--- src/rtl/data_mem_access_unit_if.sv ---
// Pipeline request/response handshake and data_ram256x8 strobe bus.
// slave: the access unit. master: the pipeline plus RAM side.
interface data_mem_access_unit_if;
  logic        ReqValid;
  logic        ReqReady;
  logic        ReqWrite;
  logic [1:0]  ReqSize;
  logic        ReqSigned;
  logic [31:0] ReqAddr;
  logic [31:0] ReqWData;
  logic        RespValid;
  logic [31:0] RespRData;
  logic        Fault;
  logic        Stall;
  logic        Enable;
  logic        ReadWrite;
  logic [31:0] Address;
  logic [31:0] DataIn;
  logic [1:0]  Size;
  logic [31:0] RamDataOut;

  modport slave (
    input  ReqValid, ReqWrite, ReqSize, ReqSigned, ReqAddr, ReqWData, RamDataOut,
    output ReqReady, RespValid, RespRData, Fault, Stall,
    output Enable, ReadWrite, Address, DataIn, Size
  );

  modport master (
    output ReqValid, ReqWrite, ReqSize, ReqSigned, ReqAddr, ReqWData, RamDataOut,
    input  ReqReady, RespValid, RespRData, Fault, Stall,
    input  Enable, ReadWrite, Address, DataIn, Size
  );
endinterface

--- src/rtl/data_mem_access_unit.sv ---
// MEM-stage load/store sequencer for data_ram256x8.
// One request at a time: setup, enable strobe, release, response.
// Misaligned, illegal-size and out-of-range requests are rejected at accept.
module data_mem_access_unit #(
  parameter int unsigned RAM_DEPTH  = 256,
  parameter int unsigned SETUP_CYC  = 1,
  parameter int unsigned STROBE_CYC = 1
) (
  input  logic Clk,
  input  logic Reset,
  data_mem_access_unit_if.slave bus
);

  typedef enum logic [2:0] {
    IDLE, SETUP, STROBE, RELEASE, RESP, FAULT
  } state_t;

  state_t      state;
  logic [15:0] cnt;
  logic        wr_q;
  logic        sgn_q;
  logic [1:0]  size_q;
  logic [31:0] ld_q;

  logic [2:0]  nbytes;
  logic [32:0] end_addr;
  logic        bad;

  // Sign/zero extension of right-justified RAM read data.
  function automatic logic [31:0] extend(input logic [31:0] raw,
                                         input logic [1:0]  sz,
                                         input logic        sg);
    case (sz)
      2'b00:   extend = {{24{sg & raw[7]}},  raw[7:0]};
      2'b01:   extend = {{16{sg & raw[15]}}, raw[15:0]};
      default: extend = raw;
    endcase
  endfunction

  // Request legality: size, alignment and range (33-bit sum avoids wrap).
  always_comb begin
    nbytes = 3'd1;
    case (bus.ReqSize)
      2'b01:   nbytes = 3'd2;
      2'b10:   nbytes = 3'd4;
      default: nbytes = 3'd1;
    endcase
    end_addr = {1'b0, bus.ReqAddr} + {30'd0, nbytes};
    bad = 1'b0;
    if (bus.ReqSize == 2'b11)                            bad = 1'b1;
    if (bus.ReqSize == 2'b01 && bus.ReqAddr[0])          bad = 1'b1;
    if (bus.ReqSize == 2'b10 && bus.ReqAddr[1:0] != 2'b00) bad = 1'b1;
    if (end_addr > 33'(RAM_DEPTH))                       bad = 1'b1;
  end

  // Sequencer with registered handshake and RAM strobe outputs.
  always_ff @(posedge Clk or negedge Reset) begin
    if (!Reset) begin
      state         <= IDLE;
      cnt           <= '0;
      wr_q          <= 1'b0;
      sgn_q         <= 1'b0;
      size_q        <= '0;
      ld_q          <= '0;
      bus.ReqReady  <= 1'b1;
      bus.RespValid <= 1'b0;
      bus.RespRData <= '0;
      bus.Fault     <= 1'b0;
      bus.Stall     <= 1'b0;
      bus.Enable    <= 1'b0;
      bus.ReadWrite <= 1'b0;
      bus.Address   <= '0;
      bus.DataIn    <= '0;
      bus.Size      <= '0;
    end else begin
      case (state)
        IDLE: begin
          // ReqReady is high throughout IDLE, so ReqValid alone is an accept.
          if (bus.ReqValid) begin
            bus.ReqReady <= 1'b0;
            bus.Stall    <= 1'b1;
            wr_q         <= bus.ReqWrite;
            sgn_q        <= bus.ReqSigned;
            size_q       <= bus.ReqSize;
            if (bad) begin
              state         <= FAULT;
              bus.RespValid <= 1'b1;
              bus.Fault     <= 1'b1;
              bus.RespRData <= '0;
            end else begin
              state         <= SETUP;
              cnt           <= '0;
              bus.Address   <= bus.ReqAddr;
              bus.Size      <= bus.ReqSize;
              bus.ReadWrite <= bus.ReqWrite;
              bus.DataIn    <= bus.ReqWData;
            end
          end
        end
        SETUP: begin
          if (cnt == 16'(SETUP_CYC - 1)) begin
            state      <= STROBE;
            cnt        <= '0;
            bus.Enable <= 1'b1;
          end else begin
            cnt <= cnt + 16'd1;
          end
        end
        STROBE: begin
          if (cnt == 16'(STROBE_CYC - 1)) begin
            state      <= RELEASE;
            cnt        <= '0;
            bus.Enable <= 1'b0;
            ld_q       <= wr_q ? '0 : extend(bus.RamDataOut, size_q, sgn_q);
          end else begin
            cnt <= cnt + 16'd1;
          end
        end
        RELEASE: begin
          state         <= RESP;
          bus.RespValid <= 1'b1;
          bus.Fault     <= 1'b0;
          bus.RespRData <= ld_q;
          bus.Address   <= '0;
          bus.Size      <= '0;
          bus.ReadWrite <= 1'b0;
          bus.DataIn    <= '0;
        end
        RESP, FAULT: begin
          state         <= IDLE;
          bus.RespValid <= 1'b0;
          bus.Fault     <= 1'b0;
          bus.RespRData <= '0;
          bus.ReqReady  <= 1'b1;
          bus.Stall     <= 1'b0;
        end
        default: begin
          state         <= IDLE;
          bus.ReqReady  <= 1'b1;
          bus.Stall     <= 1'b0;
          bus.Enable    <= 1'b0;
          bus.RespValid <= 1'b0;
        end
      endcase
    end
  end

endmodule

--- src/flat_wrapper.sv ---
// flat-port wrapper written by rule: the top's interface ports become plain ports
module data_mem_access_unit_flat 
#(
  parameter int unsigned RAM_DEPTH  = 256,
  parameter int unsigned SETUP_CYC  = 1,
  parameter int unsigned STROBE_CYC = 1
)
  (Clk, Reset, bus_ReqValid, bus_ReqWrite, bus_ReqSize, bus_ReqSigned, bus_ReqAddr, bus_ReqWData, bus_RamDataOut, bus_ReqReady, bus_RespValid, bus_RespRData, bus_Fault, bus_Stall, bus_Enable, bus_ReadWrite, bus_Address, bus_DataIn, bus_Size);
  data_mem_access_unit_if bus_i ();
  input  logic Clk;
  input  logic Reset;
  input wire logic [$bits(bus_i.ReqValid)-1:0] bus_ReqValid;
  input wire logic [$bits(bus_i.ReqWrite)-1:0] bus_ReqWrite;
  input wire logic [$bits(bus_i.ReqSize)-1:0] bus_ReqSize;
  input wire logic [$bits(bus_i.ReqSigned)-1:0] bus_ReqSigned;
  input wire logic [$bits(bus_i.ReqAddr)-1:0] bus_ReqAddr;
  input wire logic [$bits(bus_i.ReqWData)-1:0] bus_ReqWData;
  input wire logic [$bits(bus_i.RamDataOut)-1:0] bus_RamDataOut;
  output wire logic [$bits(bus_i.ReqReady)-1:0] bus_ReqReady;
  output wire logic [$bits(bus_i.RespValid)-1:0] bus_RespValid;
  output wire logic [$bits(bus_i.RespRData)-1:0] bus_RespRData;
  output wire logic [$bits(bus_i.Fault)-1:0] bus_Fault;
  output wire logic [$bits(bus_i.Stall)-1:0] bus_Stall;
  output wire logic [$bits(bus_i.Enable)-1:0] bus_Enable;
  output wire logic [$bits(bus_i.ReadWrite)-1:0] bus_ReadWrite;
  output wire logic [$bits(bus_i.Address)-1:0] bus_Address;
  output wire logic [$bits(bus_i.DataIn)-1:0] bus_DataIn;
  output wire logic [$bits(bus_i.Size)-1:0] bus_Size;
  assign bus_i.ReqValid = bus_ReqValid;
  assign bus_i.ReqWrite = bus_ReqWrite;
  assign bus_i.ReqSize = bus_ReqSize;
  assign bus_i.ReqSigned = bus_ReqSigned;
  assign bus_i.ReqAddr = bus_ReqAddr;
  assign bus_i.ReqWData = bus_ReqWData;
  assign bus_i.RamDataOut = bus_RamDataOut;
  assign bus_ReqReady = bus_i.ReqReady;
  assign bus_RespValid = bus_i.RespValid;
  assign bus_RespRData = bus_i.RespRData;
  assign bus_Fault = bus_i.Fault;
  assign bus_Stall = bus_i.Stall;
  assign bus_Enable = bus_i.Enable;
  assign bus_ReadWrite = bus_i.ReadWrite;
  assign bus_Address = bus_i.Address;
  assign bus_DataIn = bus_i.DataIn;
  assign bus_Size = bus_i.Size;
  data_mem_access_unit #(.RAM_DEPTH(RAM_DEPTH), .SETUP_CYC(SETUP_CYC), .STROBE_CYC(STROBE_CYC)) u_core (.Clk(Clk), .Reset(Reset), .bus(bus_i));
endmodule
--- config.mk ---
export PLATFORM = sky130hd
export DESIGN_NAME = data_mem_access_unit_flat
export DESIGN_NICKNAME = d
export VERILOG_FILES = /design/src/rtl/data_mem_access_unit_if.sv /design/src/rtl/data_mem_access_unit.sv /design/src/flat_wrapper.sv
export SDC_FILE = /design/constraint.sdc
export NUM_CORES = 1
export LEC_CHECK = 0
export CORE_ASPECT_RATIO = 0.75
export CORE_MARGIN = 2
export CORE_UTILIZATION = 25
export DETAILED_ROUTE_END_ITERATION = 16
export PLACE_DENSITY = 0.56
export SLEW_MARGIN = 20
export SYNTH_ARGS = -nofsm -noshare
export SYNTH_HDL_FRONTEND = slang
export SYNTH_SLANG_ARGS = --single-unit
--- constraint.sdc ---
create_clock -name Clk -period 4.3 [get_ports Clk]
set_input_delay 0.43 -clock Clk [delete_from_list [all_inputs] [get_ports Clk]]
set_output_delay 0.43 -clock Clk [all_outputs]
set_load 0.02 [all_outputs]
==> summary.txt, run 1 <==
Synthesis
  – Sequential area share after synthesis: 0.5247
  – Post-synth EDFFs: 0
  – Simple-gate share of the synthesized area: 0.1696
  – Top-count cell post-synth: dfrtp_1
  – Gate Count Post-Synth: 690
  – Post-synth top area share: 0.5213
  – Yosys warns: 0
  – Synth Area in XOR/XNOR: 0.003464
  – Top cells by area, synth: dfrtp_1 52%, a22o_1 6.1%, mux2_2 4.9%
  – Synth Area in Adders: 0.01749
  – Yosys top cell by area: dfrtp_1
  – Compound-gate portion of the synthesized area: 0.1989
  – Multiplexer share of the synthesized area: 0.05295
  – Mapped Area: 7585 um^2
  – Yosys cell types: 67
  – Main combinational cell family by area after synthesis: compound AO/OA/AOI/OAI gates
  – Synthesis-stage register bit count: 159
  – Main synth FF type: dfrtp_1
  – Syn_area_per_cell: 10.99 um^2
  – Synth top cells by count: 158 x dfrtp_1, 56 x nand2_1, 53 x a22o_1
  – Post-synth ARST share: 1.000
  – Mapped Nets: 803

Power
  – Worst IR drop on VDD: 0.4532 mV
  – Comb power frac: 0.324
  – Pwr dens: 499.5 nW/um^2
  – Sw Share: 0.3516
  – Leakage: 0.004769 uW
  – Reg power frac: 0.377
  – NetSw: 1916 uW
  – Power share of the clock group: 0.298
  – Total power: 5450 uW
  – Pint: 3534 uW

Floorplanning
  – Core ar.: 30000 um^2
  – Boundary Pins: 207
  – Initial Util: 0.2528
  – Die area: 31760 um^2
  – Die H: 154.8 um
  – Die X: 205.1 um
  – Row count: 55

Worst setup path
  – RR Startpoint: u_core.cnt[0]
  – Worst path required time: 4.67 ns
  – Crit Path Category: input pin to flop
  – Reg2Reg Depth: 7
  – Cell family with the largest share of critical-path delay: simple AND/OR/NAND/NOR gates
  – CP max FO: 32
  – Startpoint Class: input pin
  – Nature of the critical path endpoint: flop
  – CP most frequent cell: ha_1
  – Cell Chain, Critical Path: clkdlybuf4s50_1 > inv_1 > ha_1 > ha_1 > fa_1 > a21o_1 > nor3_1 > a41o_1 > o22ai_1 > or4b_4 > or4_4 > a311oi_4 > buf_12 > a22o_2
  – Crit-path max cell delay: 0.56 ns
  – Internal reg-to-reg setup slack: 1.87 ns
  – Critical path arrival: 4.44 ns
  – Slowest-stage cell, CP: or4b_4
  – Reg2reg end: u_core.ld_q[10]
  – Buf/Inv on CP: 3

Timing
  – Slew margin rel.: 0.3458
  – Slew @ Worst Pin: 0.9813 ns
  – RSZ-0062 raised after global routing: false
  – Fin Clk Skew: 0.008912 ns
  – Max Freq: 246.0 MHz
  – Final min period: 4.066 ns
  – Final setup margin: 0.2345 ns
  – Setup TNS: 0 ns
  – Final Slew Violations: 0
  – Final Hold Fails: 0
  – Setup violations, final: 0
  – Period utilization: 0.9455

Clock tree
  – CTS Buf Count: 17
  – # Post-CTS Setup Buffers: 0
  – CTS sink cnt: 159
  – CTS tree: yes
  – Worst-skew pair later-pin latency: 0.43 ns
  – CTS resizes: 0
  – CTS max path bufs: 2
  – Reg clk slew, reported paths: 0.07 ns
  – H-tree levels: 4
  – Clock Root Buffer: clkbuf_16
  – CTS Hold Bufs: 0

GRT
  – Gr ovfl total: 0
  – Largest net degree at the start of global routing: 105
  – First-pass GRT wire length: 36250 um
  – Total track usage: 0.1473
  – Initial antenna violation count: 6
  – Number of global-route vias before repair: 6293

Drt
  – DRT iter0 DRCs: 318
  – First-pass DRT Iterations: 5
  – Via density: 4.738
  – Routed WL: 22720 um
  – DRC: 0
  – Wire length per cell: 17.17 um
  – Routed Antenna Nets: 0
  – Via count: 6269

Finish
  – Share of cells above drive strength 1: 0.1533
  – P&R area growth vs syn: 43.85%
  – Post-Route Utilization: 0.3636
  – Nets: 1020
  – Non-filler instance count after layout: 1323

Placement
  – Setup WS pre-CTS: -0.1976 ns
  – DP HPWL: 16070 um
  – Gpl congestion: 0.8325
  – PortBufs: 206
  – Placed cell count: 1287

Outcome
  – Status: finished clean

Hold path
  – Tightest Hold Check Type: input pin to asynchronous set/reset pin

Job
  – Max-cap violations: 0
flip-flops by register name (all words and copies together), names as in the netlist:
| signal | count |
|---|---|
| u_core.bus.Address | 32 |
| u_core.size_q | 2 |
| u_core.cnt | 16 |
| u_core.bus.RespRData | 32 |
| u_core.sgn_q | 1 |
| u_core.bus.Enable | 1 |
| u_core.ld_q | 32 |
| u_core.bus.Stall | 1 |
| u_core.bus.Size | 2 |
| u_core.wr_q | 1 |
| u_core.bus.Fault | 1 |
| u_core.bus.DataIn | 32 |
| u_core.bus.ReadWrite | 1 |
| u_core.bus.RespValid | 1 |
| u_core.state | 3 |
| u_core.bus.ReqReady | 1 |
cells by family after synthesis:
kind of cell / Yosys count
compound gates: 191
xor+xnor: 3
fa+ha+maj: 10
buf+inv: 55
flops: 159
mux: 36
simple gates: 236
layout make-up:
class | count | area [um^2]
sequential | 159 | 3980
clock inverter | 15 | 201.4
clock buffer | 17 | 425.4
fill | 2989 | 19090
multi-input combinational | 476 | 3377
inverter | 13 | 48.80
timing repair buffer | 240 | 2369
tap | 399 | 499.2
antenna | 4 | 10.01
how the worst max path moves through the flow:
stage,start,end,slack [ns],cells past startpoint
2_1_floorplan,bus_ReqSize[0],u_core.bus.RespRData[2],0.42,13
3_3_place_gp,bus_ReqSize[0],u_core.bus.RespRData[29],-0.12,15
3_5_place_dp,bus_ReqSize[0],u_core.bus.RespRData[26],-0.20,14
4_1_cts,bus_ReqSize[0],u_core.bus.RespRData[8],0.26,14
5_1_grt,bus_ReqSize[0],u_core.cnt[11],0.004,15
6_report,bus_ReqSize[0],u_core.bus.RespRData[26],0.23,14
power by group through the flow:
stage	logic (uW)	clock network (uW)	registers [uW]
global placement	1770	0	2080
CTS	1800	1680	2060
floorplan	1020	0	2090
global route	1940	1750	2110
finish	1770	1630	2060
detailed placement	1790	0	2090
stage by stage:
stage	instance area [um^2]	hold slack, ns
4_1_cts	10900	0.1672
2_1_floorplan	7585	0.1344
3_5_place_dp	10270	0.4619
5_1_grt	10910	0.2021
6_report	10910	0.1389
3_3_place_gp	10270	0.4551
cell usage in the layout (no fill, tap or decap), types with 17 or more instances in the layout:
cell	instances
clkbuf_16	17
dfrtp_1	158
and2_1	28
clkdlybuf4s50_1	205
buf_4	30
nor2_1	24
o31ai_1	17
a22o_1	53
a22o_2	22
nand3_1	19
mux2_2	33
nand2_1	56
o21ai_0	28
worst reg2reg max path: stages (launching register included):
cell and delay [ns]:
dfrtp_1 0.39, inv_1 0.10, ha_1 0.14, nor3b_1 0.27, nand4_1 0.33, or3_4 0.73, a211oi_1 0.31, a21o_1 0.11
per-layer routing:
metal  track usage  wire length (um)  up-vias
met5             0                30        -
met4       0.03426               208        4
met3       0.06026              2147       17
met2        0.2017              9196      221
met1        0.2134             11140     3015
li1              -                 -     3012
Power figures use the tool's default switching activity.
==> run 2, diff against run 1 <==
- clock period: 4.3 -> 4.4 ns (I/O delays scaled with it)
==> summary.txt, run 2 (synthesized netlist as in run 1, its figures left out) <==
Outcome
  – Status: finished, violations left
  – Failing checks: hold timing

Floorplanning
  – Die area: 31760 um^2
  – Boundary Pins: 207
  – Core ar.: 30000 um^2
  – Initial Util: 0.2528
  – Die H: 154.8 um
  – Die X: 205.1 um
  – Row count: 55

GRT
  – Number of global-route vias before repair: 6215
  – Largest net degree at the start of global routing: 99
  – Initial antenna violation count: 6
  – Total track usage: 0.1464
  – Gr ovfl total: 0
  – First-pass GRT wire length: 36220 um

Clock tree
  – H-tree levels: 4
  – CTS sink cnt: 159
  – Reg clk slew, reported paths: 0.07 ns
  – CTS tree: yes
  – Worst-skew pair later-pin latency: 0.43 ns
  – CTS max path bufs: 2
  – CTS resizes: 0
  – CTS Hold Bufs: 0
  – Clock Root Buffer: clkbuf_16
  – CTS Buf Count: 17
  – # Post-CTS Setup Buffers: 0

Timing
  – Final Hold Fails: 2
  – Final Slew Violations: 0
  – Fin Clk Skew: 0.01382 ns
  – Hold_ws: -0.001689 ns
  – Slew @ Worst Pin: 0.8414 ns
  – Period utilization: 0.9275
  – Max Freq: 245.0 MHz
  – RSZ-0062 raised after global routing: false
  – Setup violations, final: 0
  – Final min period: 4.081 ns
  – Slew margin rel.: 0.4353

Drt
  – DRT iter0 DRCs: 294
  – First-pass DRT Iterations: 4
  – Wire length per cell: 17.45 um
  – Routed WL: 22950 um
  – Routed Antenna Nets: 0
  – Via count: 6282
  – Via density: 4.777
  – DRC: 0

Finish
  – Filler cells: 3047
  – Fin area: 10820 um^2
  – Nets: 1014
  – P&R area growth vs syn: 42.63%
  – Most frequent cells in the layout: 205 x clkdlybuf4s50_1, 158 x dfrtp_1, 56 x nand2_1, 53 x a22o_1, 33 x mux2_2
  – Share of cells above drive strength 1: 0.1477
  – Commonest non-fill, non-tap cell in the layout: clkdlybuf4s50_1
  – Non-filler instance count after layout: 1315

Worst setup path
  – Crit Path Category: input pin to flop
  – Critical path arrival: 4.44 ns
  – Critical Path Source: bus_ReqSize[0]
  – Startpoint Class: input pin
  – RR Startpoint: u_core.cnt[2]
  – Worst path required time: 4.76 ns
  – Nature of the critical path endpoint: flop
  – CP max FO: 32

Placement
  – PortBufs: 206
  – Placed cell count: 1281
  – DP HPWL: 16200 um
  – Gpl congestion: 0.8132
  – Placement Cell Area: 10220 um^2

Job
  – Max-cap violations: 0

Power
  – Total power: 5226 uW
  – Leakage: 0.004708 uW
  – Pwr dens: 483.1 nW/um^2
  – Worst IR drop on VDD: 0.4357 mV

Hold path
  – Tightest Hold Check Type: input pin to asynchronous set/reset pin
-- run 2: layout make-up --
| cell class | instances | area, um^2 | area share |
|---|---|---|---|
| repair buffers | 234 | 2323 | 0.2148 |
| diodes | 2 | 5.005 | 0.0004626 |
| flip-flops and latches | 159 | 3980 | 0.3679 |
| inverters | 13 | 48.80 | 0.004511 |
| clock inverters | 14 | 145.1 | 0.01342 |
| well taps | 399 | 499.2 | 0.04615 |
| clock buffers | 18 | 439.2 | 0.04060 |
| multi-input cells | 476 | 3377 | 0.3122 |
-- run 2: per-stage QoR --
step | TNS [ns] | setup WS [ns] | util
detailed placement | -3.508 | -0.08815 | 0.3408
global placement | -1.099 | -0.03945 | 0.3408
finish | 0 | 0.3190 | 0.3606
global route | 0 | 0.1855 | 0.3605
CTS | 0 | 0.3440 | 0.3603
floorplan | 0 | 0.5070 | -
-- run 2: final timing paths --
| path | slack [ns] | end | cells after the start |
|---|---|---|---|
| min in group Clk | 0.47 | u_core.ld_q[15] | 1 |
| max in group asynchronous | 3.41 | u_core.bus.DataIn[1] | 2 |
| max | 0.32 | u_core.bus.RespRData[15] | 15 |
| min | -0.002 | u_core.bus.RespRData[20] | 1 |
| min reg2reg | 0.47 | u_core.ld_q[15] | 1 |
| max reg2reg | 1.99 | u_core.cnt[15] | 8 |
-- run 2: layer usage --
layer,GRT usage,routed length [um]
met1,0.2135,11180
met2,0.2006,9461
met3,0.06005,2131
met4,0.02946,140
met5,0,32
-- run 2: critical path: stages --
cell	delay, ns
clkdlybuf4s50_1	0.48
inv_1	0.07
ha_1	0.29
ha_1	0.21
fa_1	0.41
a21oi_1	0.19
buf_4	0.15
nand4_1	0.10
a21oi_1	0.17
a21oi_1	0.07
or4b_4	0.54
or4_4	0.55
a311oi_4	0.35
buf_12	0.23
a22o_2	0.17
-- run 2: power breakdown --
group          switching (uW)  internal (uW)
Combinational             915            799
Sequential                282           1730
Clock                     681            815
Total                    1880           3350
==> run 3, diff against run 2 <==
- ABC_AREA: not set -> 1
- CORE_UTILIZATION: 25 -> 35
- PLACE_DENSITY: 0.56 -> 0.69
==> summary.txt, run 3 <==
Outcome
  – Status: finished clean

Finish
  – FF/Latch Area: 3980 um^2
  – Non-filler instance count after layout: 1620
  – Most frequent cells in the layout: 415 x nand2_1, 205 x clkdlybuf4s50_1, 158 x dfrtp_1, 116 x inv_1, 103 x nor2_1
  – Nets: 1413
  – P&R area growth vs syn: 34.92%
  – Filler cells: 2270
  – Share of cells above drive strength 1: 0.06931
  – Multi-input logic area: 3735 um^2
  – Commonest non-fill, non-tap cell in the layout: nand2_1

Synthesis
  – Sequential area share after synthesis: 0.4745
  – Yosys cell types: 38
  – Post-synth ARST share: 1.000
  – Yosys warns: 0
  – Synth top cells by count: 415 x nand2_1, 158 x dfrtp_1, 117 x inv_1
  – Top cells by area, synth: dfrtp_1 47%, nand2_1 19%, inv_1 5.2%
  – Yosys top cell by area: dfrtp_1
  – Compound-gate portion of the synthesized area: 0.07861
  – Synthesis-stage register bit count: 159
  – Simple-gate share of the synthesized area: 0.3446
  – Mapped Nets: 1224
  – Post-synth EDFFs: 0
  – Synth Area in XOR/XNOR: 0.004177
  – Multiplexer share of the synthesized area: 0
  – Top-count cell post-synth: nand2_1
  – Post-synth top area share: 0.4714
  – Main synth FF type: dfrtp_1
  – Main combinational cell family by area after synthesis: simple AND/OR/NAND/NOR gates
  – Synth Area in Adders: 0.01581
  – Mapped Area: 8388 um^2
  – Gate Count Post-Synth: 1111
  – Syn_area_per_cell: 7.550 um^2

GRT
  – Largest net degree at the start of global routing: 93
  – Gr ovfl total: 0
  – Initial antenna violation count: 2
  – GRT met1 Usage: 0.2736
  – Met2 usage: 0.2986
  – Number of global-route vias before repair: 7491
  – Met3 Resource Use GR: 0.04294
  – First-pass GRT wire length: 39220 um
  – Total track usage: 0.1928
  – Peak-usage layer in the global routing report: met2

Clock tree
  – CTS tree: yes
  – CTS sink cnt: 159
  – CTS resizes: 0
  – # Post-CTS Setup Buffers: 0
  – Worst-skew pair later-pin latency: 0.43 ns
  – Clock Root Buffer: clkbuf_16
  – H-tree levels: 4
  – CTS Buf Count: 17
  – Reg clk slew, reported paths: 0.08 ns
  – CTS max path bufs: 2
  – CTS Hold Bufs: 0

Timing
  – Fin Clk Skew: 0.01342 ns
  – Final Hold Fails: 0
  – Hold_ws: 0.07563 ns
  – Max Freq: 269.5 MHz
  – Setup TNS: 0 ns
  – Final min period: 3.711 ns
  – Final Slew Violations: 0
  – RSZ-0062 raised after global routing: false
  – Period utilization: 0.8434
  – Slew @ Worst Pin: 0.9075 ns
  – Setup violations, final: 0
  – Slew margin rel.: 0.3950
  – Final setup margin: 0.6888 ns

Drt
  – Via count: 7726
  – DRT iter0 DRCs: 545
  – Routed WL: 24040 um
  – First-pass DRT Iterations: 4
  – Wire length per cell: 14.84 um
  – Via density: 4.769
  – Routed Antenna Nets: 0
  – DRC: 0

Worst setup path
  – Worst path required time: 4.71 ns
  – Nature of the critical path endpoint: flop
  – Reg2Reg Depth: 7
  – Slowest-stage cell, CP: clkdlybuf4s50_1
  – Startpoint Class: input pin
  – Crit-path max cell delay: 0.55 ns
  – CP max FO: 44
  – Cell Chain, Critical Path: clkdlybuf4s50_1 > inv_1 > ha_1 > ha_1 > fa_1 > nand2_1 > nand2_2 > nand2_1 > inv_1 > nand2_1 > inv_1 > nand2_1 > nand2_1 > nand2_1 > nand2_1 > nor2_1 > nand2_1 > nor2_4 > nand4_4 > nand2_4 > nand2_2 > buf_4 > nand2_1 > nand2_1
  – Critical path arrival: 4.02 ns
  – CP most frequent cell: nand2_1
  – Crit Path Category: input pin to flop

Power
  – Leakage: 0.005553 uW
  – Pwr dens: 585.9 nW/um^2
  – Worst IR drop on VDD: 0.3446 mV
  – Total power: 6631 uW

Placement
  – DP HPWL: 16700 um
  – Gpl congestion: 0.9462
  – Placed cell count: 1587
  – PortBufs: 206
  – Setup WS pre-CTS: 0.2717 ns

Job
  – Max-cap violations: 0

Floorplanning
  – Die X: 182.8 um
  – Boundary Pins: 207
  – Initial Util: 0.3535
  – Core ar.: 23730 um^2
  – Row count: 49
  – Die H: 138.1 um
  – Die area: 25230 um^2

Hold path
  – Tightest Hold Check Type: input pin to asynchronous set/reset pin
## run 3: cell count changes after synthesis, sizes merged, moves of 33 or more
cell	before	now
nand2	57	421
inv	13	120
nor2	25	114
nand3	19	86
mux2	33	0
a22o	75	0
## run 3: path summary, 6_finish.rpt
check,start,endpoint,slack [ns]
max in group asynchronous,Reset,u_core.bus.ReqReady,3.27
worst max register to register,u_core.state[2],u_core.size_q[0],1.87
min in group Clk,u_core.bus.DataIn[12],u_core.bus.DataIn[12],0.47
worst max-delay path,bus_ReqSize[0],u_core.bus.DataIn[25],0.69
worst min register to register,u_core.bus.DataIn[12],u_core.bus.DataIn[12],0.47
worst min-delay path,Reset,u_core.bus.RespRData[6],0.08
## run 3: cells by family (layout without fill, tap and decap cells)
group | count (synthesis) | after routing
xor gates and xnor gates | 4 | 4
adders and majority gates | 10 | 10
buffers and inverters | 167 | 369
DFF | 159 | 159
and+or+nand+nor | 662 | 662
AOI/OAI and AO/OA | 109 | 109
other | 0 | 1
## run 3: final cells by class
cell class / instances / area share
Sequential cell: 159 / 0.3517
Clock inverter: 15 / 0.01636
Inverter: 124 / 0.04113
Multi-Input combinational cell: 785 / 0.3300
Tap cell: 306 / 0.03383
Antenna cell: 1 / 0.0002211
Clock buffer: 17 / 0.03759
Timing Repair Buffer: 213 / 0.1892
## run 3: worst max-delay path: cells and delay by family
family | cells | cell delay [ns]
fa+ha+maj | 3 | 0.98
buf+inv | 5 | 1.07
simple gates | 16 | 1.50
## run 3: metrics by stage
step	cell area (um^2)	util
floorplan	8388	-
global placement	10700	0.4508
detailed placement	10700	0.4508
CTS	11310	0.4766
global route	11310	0.4769
finish	11320	0.4770
## run 3: power breakdown
part / switching [uW] / total [uW] / internal (uW)
registers: 312 / 2260 / 1950
clock network: 713 / 1540 / 824
logic: 1750 / 2840 / 1080
total: 2780 / 6630 / 3850
## run 3: metal layers
metal / wire (um) / up-vias / part of all wire
li1: - / 3878 / -
met1: 11700 / 3587 / 0.49
met2: 10490 / 232 / 0.44
met3: 1463 / 27 / 0.061
met4: 379 / 2 / 0.016
met5: 9 / - / 0.00037
